**src/rtl/mat_a_loader.sv**
```systemverilog
// -----------------------------------------------------------------------------
// mat_a_loader
//
// Front end of the A-matrix transpose-FIFO bank. Host words arriving over a
// valid/ready handshake are packed into DIM-element signed rows. Each finished
// row is written into the bank with a one-cycle WrEn strobe (Arow/Ain). After
// all DIM rows are in, the bank shift enable is held for the 3*DIM-2 cycle
// systolic skew window, and then a one-cycle done pulse is raised.
//
// Parameters
//   BITS_AB : width of one signed matrix element
//   DIM     : rows per load and elements per row
//   WORD_W  : host word width; DIM*BITS_AB must be a whole multiple of WORD_W
//
// Ports
//   clk      : clock, rising edge
//   rst      : synchronous, active-high reset (aborts any job in progress)
//   start    : begin a load+stream job (sampled only while idle)
//   in_valid : in_data carries a word
//   in_data  : packed element data, element k of a row at bits [k*BITS_AB +: BITS_AB]
//   in_ready : loader accepts in_data this cycle
//   Ain      : row data to the FIFO bank
//   Arow     : index of the row being written
//   WrEn     : row write strobe
//   en       : FIFO bank shift enable
//   busy     : job in progress
//   done     : one-cycle completion pulse
//
// All outputs are registered.
// -----------------------------------------------------------------------------
module mat_a_loader #(
  parameter int BITS_AB = 8,
  parameter int DIM     = 8,
  parameter int WORD_W  = 64
) (
  input  logic                      clk,
  input  logic                      rst,
  input  logic                      start,
  input  logic                      in_valid,
  input  logic [WORD_W-1:0]         in_data,
  output logic                      in_ready,
  output logic signed [BITS_AB-1:0] Ain [DIM],
  output logic [$clog2(DIM)-1:0]    Arow,
  output logic                      WrEn,
  output logic                      en,
  output logic                      busy,
  output logic                      done
);

  localparam int ROW_W      = DIM * BITS_AB;
  localparam int WPR        = ROW_W / WORD_W;
  // A one-word row still needs a legal (1-bit) counter; it simply stays at 0.
  localparam int WCW        = (WPR > 1) ? $clog2(WPR) : 1;
  localparam int RCW        = $clog2(DIM);
  localparam int STREAM_LEN = 3 * DIM - 2;
  localparam int SCW        = $clog2(3 * DIM - 1);

  typedef enum logic [2:0] {
    S_IDLE   = 3'd0,
    S_LOAD   = 3'd1,
    S_FLUSH  = 3'd2,
    S_STREAM = 3'd3,
    S_DONE   = 3'd4
  } state_t;

  // Control state
  state_t           state_q,      state_d;
  logic [WCW-1:0]   word_cnt_q,   word_cnt_d;
  logic [RCW-1:0]   row_cnt_q,    row_cnt_d;
  logic [SCW-1:0]   stream_cnt_q, stream_cnt_d;

  // Row assembly buffer and the separate output row register. Keeping Ain
  // apart from the assembly buffer is what lets words keep flowing while the
  // previous row is being written.
  logic [ROW_W-1:0]          row_q, row_d;
  logic signed [BITS_AB-1:0] ain_q [DIM];
  logic signed [BITS_AB-1:0] ain_d [DIM];
  logic [RCW-1:0]            arow_q, arow_d;

  // Registered handshake / status outputs
  logic in_ready_q, in_ready_d;
  logic wren_q,     wren_d;
  logic en_q,       en_d;
  logic busy_q,     busy_d;
  logic done_q,     done_d;

  logic accept;

  // ---------------------------------------------------------------------------
  // Next-state and next-output computation
  // ---------------------------------------------------------------------------
  always_comb begin
    state_d      = state_q;
    word_cnt_d   = word_cnt_q;
    row_cnt_d    = row_cnt_q;
    stream_cnt_d = stream_cnt_q;
    row_d        = row_q;
    ain_d        = ain_q;
    arow_d       = arow_q;
    wren_d       = 1'b0;

    // in_ready_q is high exactly in LOAD, so this is the LOAD handshake.
    accept = in_valid & in_ready_q;

    unique case (state_q)
      S_IDLE: begin
        if (start) begin
          state_d    = S_LOAD;
          word_cnt_d = '0;
          row_cnt_d  = '0;
        end
      end

      S_LOAD: begin
        if (accept) begin
          row_d[word_cnt_q * WORD_W +: WORD_W] = in_data;
          if (word_cnt_q == WCW'(WPR - 1)) begin
            // Row complete: publish it, including the word accepted now.
            for (int k = 0; k < DIM; k++) begin
              ain_d[k] = row_d[k * BITS_AB +: BITS_AB];
            end
            arow_d     = row_cnt_q;
            wren_d     = 1'b1;
            word_cnt_d = '0;
            row_cnt_d  = row_cnt_q + 1'b1;
            if (row_cnt_q == RCW'(DIM - 1)) begin
              state_d = S_FLUSH;
            end
          end else begin
            word_cnt_d = word_cnt_q + 1'b1;
          end
        end
      end

      // The last row's WrEn is visible during this cycle; shifting waits.
      S_FLUSH: begin
        state_d      = S_STREAM;
        stream_cnt_d = '0;
      end

      S_STREAM: begin
        if (stream_cnt_q == SCW'(STREAM_LEN - 1)) begin
          state_d = S_DONE;
        end else begin
          stream_cnt_d = stream_cnt_q + 1'b1;
        end
      end

      S_DONE: begin
        state_d = S_IDLE;
      end

      default: begin
        state_d = S_IDLE;
      end
    endcase

    // Status outputs follow the state being entered so they are registered
    // and aligned with it.
    in_ready_d = (state_d == S_LOAD);
    en_d       = (state_d == S_STREAM);
    done_d     = (state_d == S_DONE);
    busy_d     = (state_d != S_IDLE);
  end

  // ---------------------------------------------------------------------------
  // State and output registers
  // ---------------------------------------------------------------------------
  always_ff @(posedge clk) begin
    if (rst) begin
      state_q      <= S_IDLE;
      word_cnt_q   <= '0;
      row_cnt_q    <= '0;
      stream_cnt_q <= '0;
      row_q        <= '0;
      for (int k = 0; k < DIM; k++) begin
        ain_q[k] <= '0;
      end
      arow_q       <= '0;
      in_ready_q   <= 1'b0;
      wren_q       <= 1'b0;
      en_q         <= 1'b0;
      busy_q       <= 1'b0;
      done_q       <= 1'b0;
    end else begin
      state_q      <= state_d;
      word_cnt_q   <= word_cnt_d;
      row_cnt_q    <= row_cnt_d;
      stream_cnt_q <= stream_cnt_d;
      row_q        <= row_d;
      ain_q        <= ain_d;
      arow_q       <= arow_d;
      in_ready_q   <= in_ready_d;
      wren_q       <= wren_d;
      en_q         <= en_d;
      busy_q       <= busy_d;
      done_q       <= done_d;
    end
  end

  assign in_ready = in_ready_q;
  assign Ain      = ain_q;
  assign Arow     = arow_q;
  assign WrEn     = wren_q;
  assign en       = en_q;
  assign busy     = busy_q;
  assign done     = done_q;

endmodule
```
**config.mk**
```make
export PLATFORM = sky130hd
export DESIGN_NAME = mat_a_loader
export DESIGN_NICKNAME = d
export VERILOG_FILES = /design/src/rtl/mat_a_loader.sv
export SDC_FILE = /design/constraint.sdc
export NUM_CORES = 1
export LEC_CHECK = 0
export CORE_MARGIN = 2
export CORE_UTILIZATION = 35
export CTS_CLUSTER_SIZE = 14
export DETAILED_ROUTE_END_ITERATION = 16
export GPL_TIMING_DRIVEN = 0
export PLACE_DENSITY = 0.67
export RECOVER_POWER = 100
export SLEW_MARGIN = 5
export SYNTH_ARGS = -nofsm -noshare
export SYNTH_HDL_FRONTEND = slang
export SYNTH_SLANG_ARGS = --single-unit
export TNS_END_PERCENT = 10
```
**constraint.sdc**
```tcl
create_clock -name clk -period 2.5 [get_ports clk]
set_input_delay 0.25 -clock clk [delete_from_list [all_inputs] [get_ports clk]]
set_output_delay 0.25 -clock clk [all_outputs]
set_load 0.01 [all_outputs]
```
Word-level counts from Yosys, hierarchy flattened
Index checks and enable logic that the tools add are counted.
Cells by class
  $add $sub $neg: 4
  eq/ne operators: 12
  shift operators: 2
  mux-type cells: 18
  bitwise operators: 4
  reduce and logical (&&, ||, !) cells: 10
Operators by type and width (number)
  $bwmux 64: 1
  $shift 64x34->64 const A: 1
  $shiftx 64x34->64: 1
  $neg 7->34: 1
  $mux 3: 8
  $pmux 3 s4: 1
  $pmux 5 s2: 1
  $eq 3x2->1 const B: 3
  $ne 2x2->1 const B: 4
  $eq 3x1->1 const B: 2
  $eq 3x3->1 const B: 2
  $pmux 3 s2: 1
  $reduce_and 3->1: 2
  $add 5x1->5 const B: 1
  $eq 5x5->1 const B: 1
  $mux 5: 1
  $mux 1: 4
  $reduce_and 2->1: 2
  $reduce_and 4->1: 1
  $reduce_bool 2->1: 2
  $add 3x1->3 const B: 1
  $logic_not 3->1: 1
  $not 1->1: 3
  $reduce_bool 3->1: 1
  4 further kinds: 4
Storage, ports and cells
  bits in registers: 148
  output and inout port bits: 72
  logic and storage cells: 69

Longest topological paths before layout
  depth after elaboration: 6
  mapped depth: 5
  mapped depth without buffers: 5

Worst setup path after synthesis
No wires, ideal clock.
  path kind: reg-to-reg
  start: register in_ready_q, in the netlist in_ready
  end: register row_q[17]
  arrival: 1.260 ns
  slack: 1.124 ns
  cell stages (with the launch flop): 6
  path buffers: 2
  clock period less this slack: 1.376 ns
  cell sequence: dfxtp_1 > nand3_1 > buf_2 > buf_2 > o311a_1 > a31o_1
On the way
  longest elaborated chain between the ends: 2
Ends and longest elaborated chain
  from (decl): RTL line 81  | logic in_ready_q, in_ready_d;
  from (signal assigned): RTL line 193  | in_ready_q <= in_ready_d;
  $and 1x1->1: RTL line 103  | accept = in_valid & in_ready_q;
  $reduce_and 2->1 (no line)
  to (signal assigned): RTL line 190  | row_q <= row_d;
  to (decl): RTL line 75  | logic [ROW_W-1:0] row_q, row_d;
Every way passes these cells.
A chain may end at the register's enable or synchronous reset.

Worst setup path after layout
  start: register state_q[1]
  end: register row_q[7]
On the way
  longest elaborated chain between the ends: 2
Ends and longest elaborated chain
  from (decl): RTL line 67  | state_t state_q, state_d;
  from (signal assigned): RTL line 186  | state_q <= state_d;
  $eq 3x1->1: RTL line 105  | unique case (state_q)
  $reduce_and 2->1 (no line)
Every way passes these cells.

==> results.md <==
### Global routing
* number of antenna violations at the first check in global routing: 0
* first-pass GRT wire length: 17.6 mm
* pin count of the biggest net entering global routing: 15
* GRT Resource Usage Total: 19.8%
* total congestion overflow: 0
* vias in the first global route: 3528

### Timing
* clock tree skew after final layout: 0.00905 ns
* headroom to the max-slew limit: 52.2%
* hold violation count in the final report: 0
* Pins Over Slew Limit: 0
* PnR worst setup slack: 0.643 ns
* pin slew with the least headroom to its limit: 0.712 ns
* final worst path period need: 1.86 ns
* crit share post-route: 74.3%
* total negative slack for setup checks: 0 ns
* RSZ-0062 raised after global routing: no
* number of setup violations in the final report: 0
* smallest hold slack: 0.451 ns
* Max Freq: 0.538 GHz

### Place
* Final GP Congestion: 0.798
* placed wire-length estimate: 7.42 mm
* port buffer count: 139
* post-place setup slack: 0.478 ns

### Pwr
* leakage power total: 2.05 nW
* power per standard cell area: 514 mW/mm^2
* combinational group share of total power: 10.1%
* share of power burned in the clock network: 39.4%
* sequential cell fraction of total power: 50.6%
* total power after layout: 2.69 mW
* net switching power: 0.623 mW
* internal cell power: 2.07 mW
* switching fraction of total power: 23.1%
* peak ir drop on the vdd network: 0.340 mV

### Cells and area
* share of layout cells above drive strength 1: 7.31%
* commonest cells after routing, fill and taps aside: 83 x dfxtp_1, 72 x dlygate4sd3_1, 67 x clkdlybuf4s50_1
* nets@finish: 573
* Layout area overhead: 50.8%
* final core occ: 54.1%
* most common cell after layout, fill and taps aside: dfxtp_1
* Inserted Diodes: 0

### Critical path
* length in cells of the worst reg-to-reg path: 5
* Worst path most repeated cell: clkbuf_1
* peak fanout along the critical path: 10
* worst reg2reg path endpoint: row_q[7]$_SDFFE_PP0P_
* Worst path max stage delay: 0.48 ns
* cell depth of the worst setup path: 5
* critical path buffer and inverter count: 2
* CP arrival: 2.14 ns
* Critical Path Sink Type: flip-flop
* reg2reg start: state_q[1]$_SDFF_PP0_
* reg2reg setup slack: 0.64 ns
* worst-path cell chain: clkbuf_1 -> nor2_1 -> clkbuf_1 -> nand3_1 -> a21oi_1
* category of cells accounting for the largest share of critical-path delay: buffers and inverters
* worst-path cell with the longest stage delay: nor2_1
* critical path startpoint category: flip-flop
* required time at the worst-slack endpoint: 2.78 ns
* classification of the worst setup path: flip-flop to flip-flop

### Route
* via count: 3427
* post-detailed-route DRC marker count: 0
* first-pass iteration count of the detailed router: 4
* DRT Wirelength: 10.4 mm
* number of DRC markers in iteration 0: 112
* post-detailed-route count of antenna-violating nets: 0
* ratio of routed vias to standard cells: 5.36
* average wire per standard cell: 16.3 um

### Yosys
* netlist area before placement: 0.00347 mm^2
* Yosys warnings: 0
* number of distinct standard cells referenced by the synthesized netlist: 33
* synthesized netlist net count: 423
* Primary FF master, synth: dfxtp_1
* number of synthesized flops with an enable pin: 0
* Post-Synthesis Cells: 351
* Post-Syn Area per Cell: 9.90 um^2
* post-synthesis async set-or-reset flop share: 0%
* share of the yosys chip area belonging to registers: 47.8%
* number of synthesized register bits: 83

### Hold path
* HP Class: primary input to flip-flop
* cell depth of the worst min-delay path: 3
* hold worst-path end: row_q[50]$_SDFFE_PP0P_
* hold wc startpoint: in_data[50]

### Clock network
* cts bufs inserted: 9
* buffer cell driving the clock tree root: clkbuf_8
* TritonCTS clock tree: yes
* number of hold-repair buffers added at the cts stage: 0
* number of sinks driven by the clock tree: 83
* postcts setup bufs: 0
* Max Buffers Root-to-Sink: 2
* number of H-tree branching levels: 3
* latest clock arrival within the worst-skew pair: 0.35 ns
* Clk pin slew, worst setup/hold paths: 0.09 ns
* post_cts resized: 0

### Floorplan
* total die area: 0.0107 mm^2
* chip height: 104 um
* die boundary width: 104 um
* Top-Level Pins: 140
* initial core utilization: 35.9%
* CORE AREA: 0.00968 mm^2
* # rows: 36

### Status
* run status: finished, final reports clean

### Flow run
* total of max-cap violations: 0

power groups by stage:
stage | registers [mW] | clock network [mW] | logic [mW]
after global placement | 1.39 | 0 | 0.280
after floorplan | 1.40 | 0 | 0.0846
after detailed placement | 1.39 | 0 | 0.281
final | 1.36 | 1.06 | 0.271
after global routing | 1.37 | 1.13 | 0.293
after CTS | 1.36 | 1.08 | 0.283
metal layers:
| metal | part of all wire (%) | wire length [um] | track usage [%] | up-vias |
|---|---|---|---|---|
| met5 | 0 | 0 | 0 | - |
| met4 | 1.4 | 142 | 6.37 | 0 |
| met3 | 8.2 | 852 | 6.80 | 13 |
| met2 | 45 | 4660 | 31.8 | 126 |
| met1 | 46 | 4760 | 25.1 | 1599 |
| li1 | - | - | - | 1689 |
through the flow:
stage	cells	instance area (um^2)
floorplan	351	3470
global placement	623	5030
detailed placement	623	5030
CTS	639	5250
global route	639	5240
finish	639	5240
worst max-delay path by stage:
stage	from	to
2_1_floorplan	in_ready$_SDFF_PP0_	row_q[17]$_SDFFE_PP0P_
3_3_place_gp	in_valid	row_q[15]$_SDFFE_PP0P_
3_5_place_dp	in_valid	Arow[2]$_SDFFE_PP0P_
4_1_cts	state_q[0]$_SDFF_PP0_	Arow[2]$_SDFFE_PP0P_
5_1_grt	state_q[1]$_SDFF_PP0_	row_q[7]$_SDFFE_PP0P_
6_report	state_q[1]$_SDFF_PP0_	row_q[7]$_SDFFE_PP0P_
cell type report:
cell class | instances | area, um^2
Clock inverter | 6 | 90.1
Fill cell | 882 | 4450
Tap cell | 133 | 166
Clock buffer | 10 | 128
Inverter | 3 | 11.3
Multi-Input combinational cell | 218 | 1600
Sequential cell | 83 | 1660
Timing Repair Buffer | 139 | 1390
Buffer | 47 | 186
flip-flops by register name, indices dropped and copies added (netlist names):
signal	cells
row_q	64
stream_cnt_q	5
Arow	3
row_cnt_q	3
state_q	3
WrEn	1
busy	1
done	1
en	1
in_ready	1
worst reg2reg max path, delay by kind of cell (launching register included):
family / cells / cell delay, ns
buf+inv: 2 / 0.67
simple gates: 2 / 0.65
flops: 1 / 0.33
compound gates: 1 / 0.15
logic make-up (layout without fill, tap and decap cells):
family,Yosys count,after routing,synth area share [%]
AO/OA/AOI/OAI,150,150,35.2
flip-flops,83,83,47.8
AND/OR/NAND/NOR,64,64,9.62
buffers and inverters,50,205,5.94
adder cells (fa/ha/maj),4,4,1.44
Yosys cell counts, types with 2 or more instances:
cell	n	area share, %
clkbuf_1	23	2.5
nand3_1	31	4.5
ha_1	4	1.4
nor2b_1	3	0.54
o31ai_1	20	4.3
a31oi_1	4	0.72
buf_2	15	2.2
o21ai_0	7	1.0
nand2_1	11	1.2
and3_1	2	0.36
or3_1	3	0.54
a31o_1	32	8.1
o311a_1	45	13
nor3_1	3	0.43
a21oi_1	24	3.5
dfxtp_1	83	48
nand4_1	2	0.36
buf_1	9	0.97
nor2_1	3	0.32
a31o_2	13	3.3
inv_1	2	0.22
No activity file was read; power rests on OpenSTA's default activity.
